## src/rtl/colour_bbox_overlay.sv

```systemverilog
// Avalon-ST video stage: tracks the bounding box of pixels inside a fixed RGB window per frame.
// Optional perimeter overlay of the previous frame's box is enabled by defining BBOX_OVERLAY_EN.
module colour_bbox_overlay #(
    parameter int          IMAGE_W    = 640,
    parameter int          IMAGE_H    = 480,
    parameter logic [7:0]  R_MIN      = 8'd160,
    parameter logic [7:0]  G_MAX      = 8'd80,
    parameter logic [7:0]  B_MAX      = 8'd80,
    parameter logic [23:0] BOX_COLOUR = 24'h00FF00
) (
    input  logic        clk,
    input  logic        reset_n,
    input  logic [23:0] sink_data,
    input  logic        sink_valid,
    input  logic        sink_sop,
    input  logic        sink_eop,
    output logic        sink_ready,
    output logic [23:0] source_data,
    output logic        source_valid,
    output logic        source_sop,
    output logic        source_eop,
    input  logic        source_ready,
    output logic [10:0] bbox_x_min,
    output logic [10:0] bbox_x_max,
    output logic [10:0] bbox_y_min,
    output logic [10:0] bbox_y_max,
    output logic        bbox_found,
    output logic        bbox_update
);

    localparam logic [1:0]  ST_IDLE  = 2'd0;
    localparam logic [1:0]  ST_VIDEO = 2'd1;
    localparam logic [1:0]  ST_OTHER = 2'd2;
    localparam logic [10:0] X_LAST   = 11'(IMAGE_W - 1);
    localparam logic [10:0] Y_END    = 11'(IMAGE_H);

    logic [1:0]  state;
    logic [10:0] x_cnt;
    logic [10:0] y_cnt;
    logic [10:0] run_x_min;
    logic [10:0] run_x_max;
    logic [10:0] run_y_min;
    logic [10:0] run_y_max;
    logic        hit;

    logic        accept;
    logic        video_sop;
    logic        pix_beat;
    logic        match;
    logic        frame_end;
    logic [10:0] nxt_x_min;
    logic [10:0] nxt_x_max;
    logic [10:0] nxt_y_min;
    logic [10:0] nxt_y_max;
    logic [23:0] out_data;

    assign sink_ready = source_ready | ~source_valid;
    assign accept     = sink_valid & sink_ready;
    assign video_sop  = accept & sink_sop & (sink_data[3:0] == 4'h0);
    assign pix_beat   = accept & ~sink_sop & (state == ST_VIDEO) & (y_cnt < Y_END);
    assign match      = pix_beat & (sink_data[23:16] >= R_MIN)
                        & (sink_data[15:8] <= G_MAX) & (sink_data[7:0] <= B_MAX);
    assign frame_end  = accept & ~sink_sop & sink_eop & (state == ST_VIDEO);

    // Running box including the current beat, so a match on the eop pixel is latched too.
    always_comb begin
        nxt_x_min = run_x_min;
        nxt_x_max = run_x_max;
        nxt_y_min = run_y_min;
        nxt_y_max = run_y_max;
        if (match) begin
            if (!hit) begin
                nxt_x_min = x_cnt;
                nxt_x_max = x_cnt;
                nxt_y_min = y_cnt;
                nxt_y_max = y_cnt;
            end else begin
                if (x_cnt < run_x_min) nxt_x_min = x_cnt;
                if (x_cnt > run_x_max) nxt_x_max = x_cnt;
                if (y_cnt < run_y_min) nxt_y_min = y_cnt;
                if (y_cnt > run_y_max) nxt_y_max = y_cnt;
            end
        end
    end

`ifdef BBOX_OVERLAY_EN
    logic on_col;
    logic on_row;

    assign on_col   = ((x_cnt == bbox_x_min) | (x_cnt == bbox_x_max))
                      & (y_cnt >= bbox_y_min) & (y_cnt <= bbox_y_max);
    assign on_row   = ((y_cnt == bbox_y_min) | (y_cnt == bbox_y_max))
                      & (x_cnt >= bbox_x_min) & (x_cnt <= bbox_x_max);
    assign out_data = (pix_beat & bbox_found & (on_col | on_row)) ? BOX_COLOUR : sink_data;
`else
    assign out_data = sink_data;
`endif

    always_ff @(posedge clk or negedge reset_n) begin
        if (!reset_n) begin
            source_valid <= 1'b0;
            source_data  <= 24'h0;
            source_sop   <= 1'b0;
            source_eop   <= 1'b0;
        end else begin
            if (sink_ready) begin
                source_valid <= sink_valid;
            end
            if (accept) begin
                source_data <= out_data;
                source_sop  <= sink_sop;
                source_eop  <= sink_eop;
            end
        end
    end

    // A sop with sop and eop together is a header-only packet and leaves the decoder idle.
    always_ff @(posedge clk or negedge reset_n) begin
        if (!reset_n) begin
            state     <= ST_IDLE;
            x_cnt     <= 11'd0;
            y_cnt     <= 11'd0;
            hit       <= 1'b0;
            run_x_min <= 11'd0;
            run_x_max <= 11'd0;
            run_y_min <= 11'd0;
            run_y_max <= 11'd0;
        end else if (accept) begin
            if (sink_sop) begin
                if (sink_eop) begin
                    state <= ST_IDLE;
                end else if (sink_data[3:0] == 4'h0) begin
                    state <= ST_VIDEO;
                end else begin
                    state <= ST_OTHER;
                end
                if (video_sop) begin
                    x_cnt     <= 11'd0;
                    y_cnt     <= 11'd0;
                    hit       <= 1'b0;
                    run_x_min <= 11'd0;
                    run_x_max <= 11'd0;
                    run_y_min <= 11'd0;
                    run_y_max <= 11'd0;
                end
            end else begin
                if (sink_eop) begin
                    state <= ST_IDLE;
                end
                if (pix_beat) begin
                    if (x_cnt == X_LAST) begin
                        x_cnt <= 11'd0;
                        y_cnt <= y_cnt + 11'd1;
                    end else begin
                        x_cnt <= x_cnt + 11'd1;
                    end
                end
                if (match) begin
                    hit       <= 1'b1;
                    run_x_min <= nxt_x_min;
                    run_x_max <= nxt_x_max;
                    run_y_min <= nxt_y_min;
                    run_y_max <= nxt_y_max;
                end
            end
        end
    end

    always_ff @(posedge clk or negedge reset_n) begin
        if (!reset_n) begin
            bbox_x_min  <= 11'd0;
            bbox_x_max  <= 11'd0;
            bbox_y_min  <= 11'd0;
            bbox_y_max  <= 11'd0;
            bbox_found  <= 1'b0;
            bbox_update <= 1'b0;
        end else begin
            bbox_update <= frame_end;
            if (frame_end) begin
                if (hit | match) begin
                    bbox_x_min <= nxt_x_min;
                    bbox_x_max <= nxt_x_max;
                    bbox_y_min <= nxt_y_min;
                    bbox_y_max <= nxt_y_max;
                    bbox_found <= 1'b1;
                end else begin
                    bbox_found <= 1'b0;
                end
            end
        end
    end

endmodule
```

## config.mk

```make
export PLATFORM = sky130hd
export DESIGN_NAME = colour_bbox_overlay
export DESIGN_NICKNAME = d
export VERILOG_FILES = /design/src/rtl/colour_bbox_overlay.sv
export SDC_FILE = /design/constraint.sdc
export NUM_CORES = 1
export LEC_CHECK = 0
export CAP_MARGIN = 20
export CORE_ASPECT_RATIO = 0.9
export CORE_MARGIN = 2
export CORE_UTILIZATION = 55
export DETAILED_ROUTE_END_ITERATION = 16
export PLACE_DENSITY = 0.79
export SLEW_MARGIN = 20
export SYNTH_ARGS = -nofsm -noshare
export SYNTH_HDL_FRONTEND = slang
export SYNTH_SLANG_ARGS = --single-unit
```

## constraint.sdc

```tcl
create_clock -name clk -period 2.74 [get_ports clk]
set_clock_uncertainty 0.1 [all_clocks]
set_input_delay 0.685 -clock clk [delete_from_list [all_inputs] [get_ports clk]]
set_output_delay 0.685 -clock clk [all_outputs]
set_load 0.02 [all_outputs]
```

==> results of run 1 <==
## critical path, cell delays in order
cell and delay [ns]:
clkdlybuf4s50_1 0.47, nor4_4 0.33, o21ai_2 0.11, or4_4 0.55
a21boi_4 0.20, buf_4 0.17, buf_12 0.14, nor2_1 0.05
a31oi_1 0.17
## logic make-up after synthesis
logic type / count (synthesis) / share of synthesized area, %
AO/OA/AOI/OAI: 167 / 15.5
XOR/XNOR: 6 / 0.748
adder cells (fa/ha/maj): 44 / 7.83
buffers and inverters: 86 / 5.00
flip-flops: 142 / 50.6
multiplexers: 46 / 6.89
AND/OR/NAND/NOR: 198 / 13.4
## layer usage
metal  track usage (%)  wire length (µm)
met3              7.15               751
met4              10.2               463
met5                 0                 0
met1              33.2              7260
met2              46.8              9690
## cell type report
type / instances / area, µm²
well taps: 164 / 205
inverters: 48 / 180
multi-input cells: 461 / 3170
clock buffers: 20 / 447
flip-flops and latches: 142 / 3550
clock inverters: 12 / 215
fillers: 860 / 3110
repair buffers: 178 / 1700
## through the flow
step	instances	instance area [µm²]
CTS	1017	9360
finish	1025	9480
global placement	985	8680
detailed placement	985	8680
global route	1025	9480
floorplan	689	7030
## power groups by stage
stage | sequential (µW) | clock, µW | combinational, µW
after floorplan | 2700 | 0 | 455
final | 2500 | 2590 | 1310
after CTS | 2500 | 2610 | 1300
after global placement | 2510 | 0 | 1240
after global routing | 2520 | 2720 | 1430
after detailed placement | 2520 | 0 | 1290
## layout by cell type (no fill, tap or decap), drive strengths merged, types with 4 or more instances in the layout
master,instances
and4,4
nand2,76
a31oi,16
bufinv,6
nand4,14
clkinv,4
mux2i,27
ha,44
nor3,9
o31ai,4
nor2,55
clkdlybuf4s50,97
dlymetal6s2s,4
a22o,31
buf,75
clkbuf,21
nand3,9
inv,48
xor2,5
nand2b,9
mux2,19
a21o,6
o21ai,51
and3,7
a21oi,39
dfrtp,142
## sequential cells by signal (all words and copies together) (netlist names)
| name | cells |
|---|---|
| run_y_max | 11 |
| source_data | 24 |
| bbox_update | 1 |
| bbox_found | 1 |
| x_cnt | 11 |
| source_sop | 1 |
| y_cnt | 11 |
| bbox_y_max | 11 |
| run_y_min | 11 |
| bbox_x_min | 11 |
| source_valid | 1 |
| hit | 1 |
| run_x_max | 11 |
| state | 2 |
| source_eop | 1 |
| bbox_x_max | 11 |
| bbox_y_min | 11 |
| run_x_min | 11 |
## how the worst max path moves through the flow
stage	to	slack, ns
after floorplan	bbox_y_min[3]	0.08
after global placement	run_x_max[5]	-0.38
after detailed placement	run_x_max[1]	-0.48
after CTS	run_y_max[4]	0.002
after global routing	bbox_x_min[2]	-0.02
final	bbox_x_min[3]	0.09
## timing repair
item	4_1_cts	5_1_grt
resized for setup	4	15
gates cloned	0	2
endpoints found under the setup margin	20	50
pin swaps	0	4
buffers inserted	0	6
==> flow_summary.yaml, run 1 <==
outcome:
  run_status: "finished clean"
detailed_routing:
  avgViaCountPerCell: 5.77
  wirelength_mm: 18.2
  routedWlPerCell_um: 17.7
  vias: 5910
  drt_iter0_markers: 408
  drt_first_pass_iters: 5
  drcViolationCount: 0
  ant_nets: 0
die:
  die-width_um: 123
  rows: 39
  initial_utilization_pct: 55.8
  coreArea_um2: 12600
  fp.dieH_um: 111
  ios: 104
  dieArea_um2: 13700
power:
  powerDensity_nw_per_um2: 675
  netSwitchingPower_uw: 1730
  ir_drop_uv: 667
  p_total_uw: 6390
  swShare_pct: 27.0
  intPower_uw: 4670
  p_clk_share_pct: 40.5
  combPwrFrac_pct: 20.4
  power.leakage_uw: 0.00432
  seqPwrFrac_pct: 39.1
cts:
  root_buffer: "clkbuf_16"
  cts.htree.levels: 4
  cts_num_sinks: 142
  clock_path_buffers: 2
  clk_pin_slew_ns: 0.06
  numCtsBuffers: 17
  clkLatencyLatePin_ns: 0.43
  cts_hold_buf: 0
  cts_tree: "yes"
setup_path:
  startpoint_type: "input port"
  critPathMaxFanout: 13
  reg2reg_from: "run_x_max[9]"
  critPathArrivalTime_ns: 2.89
  setup.worst_path.end_class: "flop"
  ff2ff_path_depth: 9
  worst_ep_required_time_ns: 2.98
  rrSetupSlack_ns: 0.15
  critPathKind: "in -> reg"
  reg2reg_to: "run_x_max[1]"
  crit_start: "sink_data[2]"
global_routing:
  antenna_found_initial: 0
  grt.total_usage_pct: 27.5
  grt-ovfl-total: 0
  grt_max_degree: 59
  grt_first_pass_wirelength_mm: 29.3
  grt_pass1_vias: 5998
flow_run:
  cap_violations: 0
finish:
  diodes: 0
  fin_nets: 922
  utilization_pct: 75.3
  drive_above_1_share_pct: 16.4
  area_delta_synth_final_pct: 34.8
placement:
  portBuffers: 103
  place_hpwl_mm: 12.7
  dp_slack_ns: -0.481
  routabilityCongestion: 0.914
yosys:
  ys.warnings.count: 0
  synth_common_cells: "142 x dfrtp_1, 76 x nand2_1, 55 x nor2_1"
  synth_ff_type: "dfrtp_1"
  syn_nets: 763
  yosys.cell_types.count: 53
  synth_area_leaders: "dfrtp_1 51%, ha_1 7.8%, nand2_1 4.1%"
  yosysMostFrequentCell: "dfrtp_1"
  synth_top_area_share_pct: 50.6
  netlist_instances: 689
  synth-edff-count: 0
  synth_area_per_cell_um2: 10.2
  syn_area_um2: 7030
  yosysTopAreaCell: "dfrtp_1"
  synth_seq_area_share_pct: 50.6
  async_reset_ff_share_pct: 100
  ys_ff_latch: 142
timing:
  final_max_slew_viol_count: 0
  fmaxAchievable_mhz: 377
  period_needed_ns: 2.65
  hold_ws_ns: 0.0156
  slew_headroom_pct: 69.4
  finalCritPeriodShare_pct: 96.9
  final-hold-violation-count: 0
  fin_ws_ns: 0.0855
  tightest_slew_ns: 0.458
  fin_setup_tns_ns: 0
  finalSetupViolations: 0
hold_path:
  worstHoldPathType: "in -> async"
(Power assumes the default switching activity.)
==> run 2: changes to the inputs <==
--- a/config.mk
+++ b/config.mk
@@ -11,6 +11,7 @@
 export CORE_UTILIZATION = 55
 export DETAILED_ROUTE_END_ITERATION = 16
 export PLACE_DENSITY = 0.79
+export SKIP_LAST_GASP = 1
 export SLEW_MARGIN = 20
 export SYNTH_ARGS = -nofsm -noshare
 export SYNTH_HDL_FRONTEND = slang
==> run 2 against run 1 <==
  * The flow now finishes with violations (setup timing)
  * Total power is essentially flat
  * Worst setup slack lost 0.10 ns
  * Die area is the same
  * Critical endpoint is now run_y_min[5]
  * Cell count is the same
  * Final area about the same
  * Sequential cell count unchanged
  * Hold slack improved by 0.0017 ns
  * Fmax shrank 3.7%
  * Utilization hardly changed
  * Clock power hardly changed
==> flow_summary.yaml, run 2 (synthesis gave the netlist of run 1 again) <==
outcome:
  run_status: "finished, violations left"
  violations: "setup timing"
detailed_routing:
  drt_iter0_markers: 402
  drt_first_pass_iters: 5
  routedWlPerCell_um: 17.7
  vias: 5910
  wirelength_mm: 18.1
  ant_nets: 0
  drcViolationCount: 0
  avgViaCountPerCell: 5.77
power:
  powerDensity_nw_per_um2: 675
  power.leakage_uw: 0.00432
  ir_drop_uv: 667
timing:
  finalSetupViolations: 1
  tightest_slew_ns: 0.743
  slew_headroom_pct: 50.3
  rsz0062_at_grt: "yes"
  fin_ws_ns: -0.0170
  final_max_slew_viol_count: 0
  fmaxAchievable_mhz: 363
  final-hold-violation-count: 0
  period_needed_ns: 2.76
  finalCritPeriodShare_pct: 101
cts:
  cts_num_sinks: 142
  clkLatencyLatePin_ns: 0.43
  cts_tree: "yes"
  cts_hold_buf: 0
  numCtsBuffers: 17
  cts.htree.levels: 4
  clk_pin_slew_ns: 0.06
  root_buffer: "clkbuf_16"
  clock_path_buffers: 2
finish:
  drive_above_1_share_pct: 16.3
  largest_register: "source_data"
  fillers: 859
  final_common_cell: "dfrtp_1"
  layout_common_cells: "142 x dfrtp_1, 97 x clkdlybuf4s50_1, 76 x nand2_1, 65 x buf_4, 55 x nor2_1"
  largest_register_ffs: 24
  diodes: 0
  fin_nets: 922
  area_delta_synth_final_pct: 34.8
  utilization_pct: 75.2
die:
  die-width_um: 123
  ios: 104
  dieArea_um2: 13700
  initial_utilization_pct: 55.8
  fp.dieH_um: 111
  rows: 39
  coreArea_um2: 12600
global_routing:
  grt_max_degree: 59
  antenna_found_initial: 0
  grt-ovfl-total: 0
  grt_pass1_vias: 5998
  grt.total_usage_pct: 27.5
  grt_first_pass_wirelength_mm: 29.3
setup_path:
  critPathMaxFanout: 9
  critPathKind: "in -> reg"
  critPathArrivalTime_ns: 3.01
  setup.worst_path.end_class: "flop"
  worst_ep_required_time_ns: 2.99
  startpoint_type: "input port"
placement:
  place_hpwl_mm: 12.7
  portBuffers: 103
  dp_slack_ns: -0.481
  routabilityCongestion: 0.914
flow_run:
  cap_violations: 0
hold_path:
  worstHoldPathType: "in -> async"
## run 2: cell count changes in the layout (fill, tap and decap cells not counted)
| cell | previous run | this run |
|---|---|---|
| nor2_1 | 54 | 55 |
| nor2_2 | 1 | 0 |
## run 2: area by class of cell
| type | instances | area, µm² | share of cell area (%) |
|---|---|---|---|
| Timing Repair Buffer | 178 | 1700 | 18.0 |
| Inverter | 48 | 180 | 1.90 |
| Multi-Input combinational cell | 461 | 3170 | 33.5 |
| Clock buffer | 20 | 447 | 4.72 |
| Tap cell | 164 | 205 | 2.17 |
| Clock inverter | 12 | 215 | 2.27 |
| Sequential cell | 142 | 3550 | 37.5 |
## run 2: where the power goes
part | internal, µW | switching, µW
clock | 1720 | 865
sequential | 2340 | 160
combinational | 606 | 699
total | 4670 | 1720
## run 2: metrics by stage
stage               hold slack (ns)  power, µW  cell area, µm²  TNS [ns]  cells
global route                 0.0230       6670            9470   -0.0934   1025
CTS                          0.0136       6410            9360         0   1017
finish                       0.0173       6390            9470   -0.0170   1025
detailed placement            0.366       3810            8680    -30.64    985
global placement              0.360       3750            8680    -26.43    985
floorplan                     0.289       3160            7030         0    689
## run 2: repair_timing
action                     4_1_cts  5_1_grt
setup endpoints to repair       20       50
gates cloned                     0        2
setup buffers                    0        6
pin swaps                        0        4
resized for setup                4       14
## run 2: worst paths after layout
path	start	cells past startpoint	slack [ns]	endpoint
max	sink_data[14]	10	-0.02	run_y_min[5]
max reg2reg	y_cnt[7]	7	0.13	run_y_min[5]
max in group asynchronous	reset_n	2	1.87	bbox_y_min[6]
min in group clk	bbox_y_min[0]	2	0.39	bbox_y_min[0]
min	reset_n	1	0.02	bbox_x_max[3]
min reg2reg	bbox_y_min[0]	2	0.39	bbox_y_min[0]
## run 2: worst max-delay path, cell delays in order
cell	delay (ns)
clkdlybuf4s50_1	0.50
buf_4	0.12
nand2_1	0.04
o211ai_1	0.31
buf_4	0.19
nor4_4	0.04
buf_4	0.14
o221a_2	0.14
nor2_1	0.58
a22o_1	0.26
## run 2: metal layers
metal	track usage [%]	up-vias	wire length [µm]
met5	0	-	0
met4	10.2	0	410
met3	7.15	36	793
met1	33.2	2955	7200
met2	46.8	161	9710
li1	-	2758	-
